--- config.mk ---
export PLATFORM = sky130hd
export DESIGN_NAME = ysyx_24110006_axi_rd_arbiter
export DESIGN_NICKNAME = d
export VERILOG_FILES = /design/src/rtl/ysyx_24110006_axi_rd_arbiter.sv
export SDC_FILE = /design/constraint.sdc
export NUM_CORES = 1
export LEC_CHECK = 0
export ABC_AREA = 1
export CAP_MARGIN = 5
export CORE_MARGIN = 2
export CORE_UTILIZATION = 35
export CTS_CLUSTER_DIAMETER = 150
export CTS_CLUSTER_SIZE = 12
export DETAILED_ROUTE_END_ITERATION = 7
export PLACE_DENSITY = 0.92
export SLEW_MARGIN = 20
export SYNTH_ARGS = -nofsm -noshare
export SYNTH_HDL_FRONTEND = slang
export SYNTH_SLANG_ARGS = --single-unit
export TNS_END_PERCENT = 30
--- constraint.sdc ---
create_clock -name clock -period 2.5 [get_ports clock]
set_input_delay 0.75 -clock clock [delete_from_list [all_inputs] [get_ports clock]]
set_output_delay 0.75 -clock clock [all_outputs]
set_load 0.01 [all_outputs]
--- src/rtl/ysyx_24110006_axi_rd_arbiter.sv ---
// Two-master (IFU/LSU) AXI4 read-channel arbiter: one burst in flight, R beats steered by state.
// Define ARB_RR_EN for round-robin arbitration; otherwise the LSU has fixed priority.
module ysyx_24110006_axi_rd_arbiter (
    input  logic        clock,
    input  logic        reset,
    input  logic        i_ifu_arvalid,
    output logic        o_ifu_arready,
    input  logic [31:0] i_ifu_araddr,
    input  logic [7:0]  i_ifu_arlen,
    output logic        o_ifu_rvalid,
    input  logic        i_ifu_rready,
    output logic [31:0] o_ifu_rdata,
    output logic [1:0]  o_ifu_rresp,
    output logic        o_ifu_rlast,
    input  logic        i_lsu_arvalid,
    output logic        o_lsu_arready,
    input  logic [31:0] i_lsu_araddr,
    input  logic [7:0]  i_lsu_arlen,
    input  logic [2:0]  i_lsu_arsize,
    output logic        o_lsu_rvalid,
    input  logic        i_lsu_rready,
    output logic [31:0] o_lsu_rdata,
    output logic [1:0]  o_lsu_rresp,
    output logic        o_lsu_rlast,
    output logic        o_axi_arvalid,
    input  logic        i_axi_arready,
    output logic [31:0] o_axi_araddr,
    output logic [3:0]  o_axi_arid,
    output logic [7:0]  o_axi_arlen,
    output logic [2:0]  o_axi_arsize,
    output logic [1:0]  o_axi_arburst,
    input  logic        i_axi_rvalid,
    output logic        o_axi_rready,
    input  logic [31:0] i_axi_rdata,
    input  logic [1:0]  i_axi_rresp,
    input  logic        i_axi_rlast,
    input  logic [3:0]  i_axi_rid
);

    typedef enum logic [2:0] {IDLE, AR_IFU, AR_LSU, R_IFU, R_LSU} state_e;

    state_e      state_q, state_d;
    logic [31:0] addr_q, addr_d;
    logic [7:0]  len_q, len_d;
    logic [2:0]  size_q, size_d;
    logic        idLsu_q, idLsu_d;
    logic [7:0]  beat_q, beat_d;
    logic        preferIfu;
    logic        ifuWin;
    logic        lastBeat;
    logic        unusedRid;

    // Routing is purely by state, so the returned ID carries no information here.
    assign unusedRid = ^i_axi_rid;

`ifdef ARB_RR_EN
    logic lastLsu_q, lastLsu_d;

    always_ff @(posedge clock) begin
        if (reset) begin
            lastLsu_q <= 1'b1;
        end else begin
            lastLsu_q <= lastLsu_d;
        end
    end

    assign preferIfu = lastLsu_q;
`else
    assign preferIfu = 1'b0;
`endif

    assign ifuWin   = i_ifu_arvalid && (!i_lsu_arvalid || preferIfu);
    assign lastBeat = i_axi_rlast || (beat_q == len_q);

    always_ff @(posedge clock) begin
        if (reset) begin
            state_q <= IDLE;
            addr_q  <= '0;
            len_q   <= '0;
            size_q  <= '0;
            idLsu_q <= 1'b0;
            beat_q  <= '0;
        end else begin
            state_q <= state_d;
            addr_q  <= addr_d;
            len_q   <= len_d;
            size_q  <= size_d;
            idLsu_q <= idLsu_d;
            beat_q  <= beat_d;
        end
    end

    always_comb begin
        state_d       = state_q;
        addr_d        = addr_q;
        len_d         = len_q;
        size_d        = size_q;
        idLsu_d       = idLsu_q;
        beat_d        = beat_q;
`ifdef ARB_RR_EN
        lastLsu_d     = lastLsu_q;
`endif
        o_ifu_arready = 1'b0;
        o_lsu_arready = 1'b0;
        o_ifu_rvalid  = 1'b0;
        o_lsu_rvalid  = 1'b0;
        o_ifu_rlast   = 1'b0;
        o_lsu_rlast   = 1'b0;
        o_axi_arvalid = 1'b0;
        o_axi_rready  = 1'b0;
        case (state_q)
            IDLE: begin
                o_ifu_arready = ifuWin;
                o_lsu_arready = !ifuWin;
                if (ifuWin) begin
                    addr_d  = i_ifu_araddr;
                    len_d   = i_ifu_arlen;
                    size_d  = 3'b010;
                    idLsu_d = 1'b0;
                    beat_d  = '0;
                    state_d = AR_IFU;
`ifdef ARB_RR_EN
                    lastLsu_d = 1'b0;
`endif
                end else if (i_lsu_arvalid) begin
                    addr_d  = i_lsu_araddr;
                    len_d   = i_lsu_arlen;
                    size_d  = i_lsu_arsize;
                    idLsu_d = 1'b1;
                    beat_d  = '0;
                    state_d = AR_LSU;
`ifdef ARB_RR_EN
                    lastLsu_d = 1'b1;
`endif
                end
            end
            AR_IFU, AR_LSU: begin
                o_axi_arvalid = 1'b1;
                if (i_axi_arready) begin
                    state_d = (state_q == AR_IFU) ? R_IFU : R_LSU;
                end
            end
            R_IFU: begin
                o_axi_rready = i_ifu_rready;
                o_ifu_rvalid = i_axi_rvalid;
                o_ifu_rlast  = lastBeat;
                if (i_axi_rvalid && i_ifu_rready) begin
                    if (lastBeat) state_d = IDLE;
                    else          beat_d  = beat_q + 8'd1;
                end
            end
            R_LSU: begin
                o_axi_rready = i_lsu_rready;
                o_lsu_rvalid = i_axi_rvalid;
                o_lsu_rlast  = lastBeat;
                if (i_axi_rvalid && i_lsu_rready) begin
                    if (lastBeat) state_d = IDLE;
                    else          beat_d  = beat_q + 8'd1;
                end
            end
            default: state_d = IDLE;
        endcase
    end

    assign o_axi_araddr  = addr_q;
    assign o_axi_arlen   = len_q;
    assign o_axi_arsize  = size_q;
    assign o_axi_arid    = {3'b000, idLsu_q};
    assign o_axi_arburst = (state_q == AR_IFU || state_q == AR_LSU) ? 2'b01 : 2'b00;

    assign o_ifu_rdata = i_axi_rdata;
    assign o_ifu_rresp = i_axi_rresp;
    assign o_lsu_rdata = i_axi_rdata;
    assign o_lsu_rresp = i_axi_rresp;

endmodule

==> results.txt <==
Initial Utilization: 35.9%
Gpl congestion: 0.827
RSZ-0062 raised after global routing: no
GRT met1 Usage: 19.8%
Setup crit start kind: input pin
IO Port Bufs: 144
Status: completed
Mapped cell area: 0.00328 mm2
Busiest grt layer: met2
Post-layout min period: 2.43 ns
Register area share after synthesis: 33.5%
H-tree lvl count: 2
Clock root buffer: clkbuf_8
Clk slew on worst S/H paths: 0.10 ns
Antenna fix cells: 0
Chip height: 101 um
First-pass GRT wire length: 14500 um
Max Buffers Root-to-Sink: 2
Sum of negative setup slack: 0 ns
Max-cap violations: 0
Hold_buf cts: 0
Slew Viols, Final: 0
CTS buffer count: 5
Final critical-path share of the clock period: 97.3%
Clock skew: 0.0110 ns
Initial DRC Count: 145
Num ports: 255
Clock sink count: 55
Share of post-route cells with drive strength above 1: 8.21%
Number of global-route vias before repair: 3091
Via count: 3257
DRC: 0
Critical path arrival: 1.68 ns
Row cnt: 35
Post-route ant nets: 0
Gr ovfl total: 0
Finished Cell Area: 0.00440 mm2
Static leakage: 1.77 nW
Cell Area, Placed: 0.00430 mm2
CP max FO: 2
Mapped Cells: 465
Met3 usage: 7.35%
Total power: 0.00417 W
Overall routing resource usage: 17.9%
Routed WL: 9410 um
Die area: 0.0102 mm2
Slowest stage delay, CP: 0.44 ns
Wire length per cell: 14.5 um
Crit-path cells: clkdlybuf4s50_1 -> a21oi_2 -> nor2_1 -> dlygate4sd2_1
Die width: 101 um
Initial antenna violation count: 0
Dpl hpwl: 7080 um
Largest net degree at the start of global routing: 82
Area of the core: 0.00915 mm2
WP data required: 1.75 ns
DP Cell Count: 638
HP Class: register to register
Setup crit end kind: output port
Fmax: 411 MHz
Area Overhead vs Synth: 33.9%
Avg Cell Area, Syn: 7.06 um2
Met2 Use GR: 30.6%
Yosys reg bits: 55
Setup-failing EPs final: 0
PwrDens: 949 mW/mm2
WS Path Type: input pin to output port
Clock latency on the worst-skew pair: 0.31 ns
Final std cells w/o fill: 647
Final Hold Vio Count: 0
Drt first pass iters: 4
Via-per-instance ratio: 5.03
TritonCTS clock tree: yes
Nets@finish: 666
Synth Warn #: 0
Peak VDD IR: 398 uV
CP max stage cell: clkdlybuf4s50_1
Distinct cells, synth: 33
[registers in the layout, indices dropped and copies added, names as in the netlist]
register      cells
idLsu_q           1
state_q           3
o_axi_araddr     32
o_axi_arlen       8
beat_q            8
o_axi_arsize      3
[layer usage]
layer	share of wire, %	up-vias
met5	0	-
met4	3.2	0
met3	9.1	19
met2	50	177
met1	38	1473
li1	-	1588
[placed cells by master (no fill, tap or decap), types with 2 or more instances in the layout]
master,netlist,final
clkdlybuf4s50_1,0,135
nand2_1,120,120
dfxtp_1,55,53
a31oi_1,40,40
o21ai_0,40,40
nor2_1,26,25
inv_1,20,19
nand3_1,15,15
a21oi_1,16,15
buf_4,78,12
dlygate4sd2_1,0,7
inv_2,5,6
xnor2_1,5,5
o21ai_1,5,5
clkbuf_8,0,5
nand3_2,4,4
conb_1,1,4
nand2_4,3,3
nor2_4,1,2
dfxtp_2,0,2
clkinvlp_4,0,2
[cells in the mapped netlist]
| master | number | area share, % |
|---|---|---|
| a21oi_1 | 16 | 2.4 |
| a31oi_1 | 40 | 7.6 |
| buf_2 | 4 | 0.61 |
| buf_4 | 78 | 18 |
| buf_6 | 1 | 0.34 |
| buf_8 | 1 | 0.46 |
| clkbuf_1 | 12 | 1.4 |
| clkbuf_4 | 1 | 0.23 |
| conb_1 | 1 | 0.11 |
| dfxtp_1 | 55 | 34 |
| ha_1 | 1 | 0.38 |
| inv_1 | 20 | 2.3 |
| inv_2 | 5 | 0.57 |
| nand2_1 | 120 | 14 |
| nand2_2 | 1 | 0.19 |
| nand2_4 | 3 | 1.0 |
| nand3_1 | 15 | 2.3 |
| nand3_2 | 4 | 1.2 |
| nand3b_1 | 1 | 0.23 |
| nor2_1 | 26 | 3.0 |
| nor2_2 | 1 | 0.19 |
| nor2_4 | 1 | 0.34 |
| nor3_1 | 1 | 0.15 |
| nor3b_1 | 1 | 0.23 |
| o211ai_1 | 1 | 0.23 |
| o21ai_0 | 40 | 6.1 |
| o21ai_1 | 5 | 0.76 |
| o21ai_2 | 1 | 0.27 |
| o21bai_1 | 1 | 0.23 |
| o221a_1 | 1 | 0.34 |
| o22ai_1 | 1 | 0.19 |
| or2_2 | 1 | 0.19 |
| xnor2_1 | 5 | 1.3 |
[final cells by class]
class | count | area, um2
flip-flops and latches | 55 | 1100
multi-input cells | 291 | 1430
inverters | 25 | 93.8
clock inverters | 3 | 20.0
clock buffers | 5 | 68.8
fillers | 825 | 4760
repair buffers | 157 | 1540
well taps | 111 | 139
[kinds of logic after synthesis]
kind of cell	Yosys count	synth area share [%]
other cells	1	0.114
fa+ha+maj	1	0.381
flops	55	33.5
xor+xnor	5	1.33
buf+inv	122	23.7
compound gates	106	18.2
simple gates	175	22.8
[metrics by stage]
stage               setup WS, ns  hold slack, ns  util [%]
floorplan                  0.316           0.434         -
global placement          -0.378           0.450      47.0
detailed placement        -0.393           0.461      47.0
CTS                       0.0151           0.477      47.9
global route              0.0103           0.491      48.0
finish                    0.0672           0.479      48.0
[power by group]
group | internal [W] | switching (W) | total (W)
clock network | 0.000196 | 0.000308 | 0.000504
registers | 0.00122 | 0.000256 | 0.00148
logic | 0.00108 | 0.00111 | 0.00219
[worst paths after layout]
check / cells past startpoint / endpoint / slack, ns / from
setup / recovery: 4 / o_ifu_rlast / 0.07 / i_axi_rlast
hold / removal: 2 / o_axi_arsize[0] / 0.48 / o_axi_arsize[0]
setup reg to reg: 8 / o_axi_araddr[29] / 0.89 / state_q[0]
hold reg to reg: 2 / o_axi_arsize[0] / 0.48 / o_axi_arsize[0]
[critical path, delay by kind of cell]
family / cells / cell delay (ns)
buf+inv: 2 / 0.72
simple gates: 1 / 0.05
compound gates: 1 / 0.16
[what timing repair did]
item / 4_1_cts / 5_1_grt
setup endpoints to repair: 7 / 6
gates resized for setup: 12 / 5
cloned: 0 / 0
hold endpoints to repair: 0 / 0
buffers inserted: 1 / 0
pin swaps: 1 / 1
(Power assumes the default switching activity.)
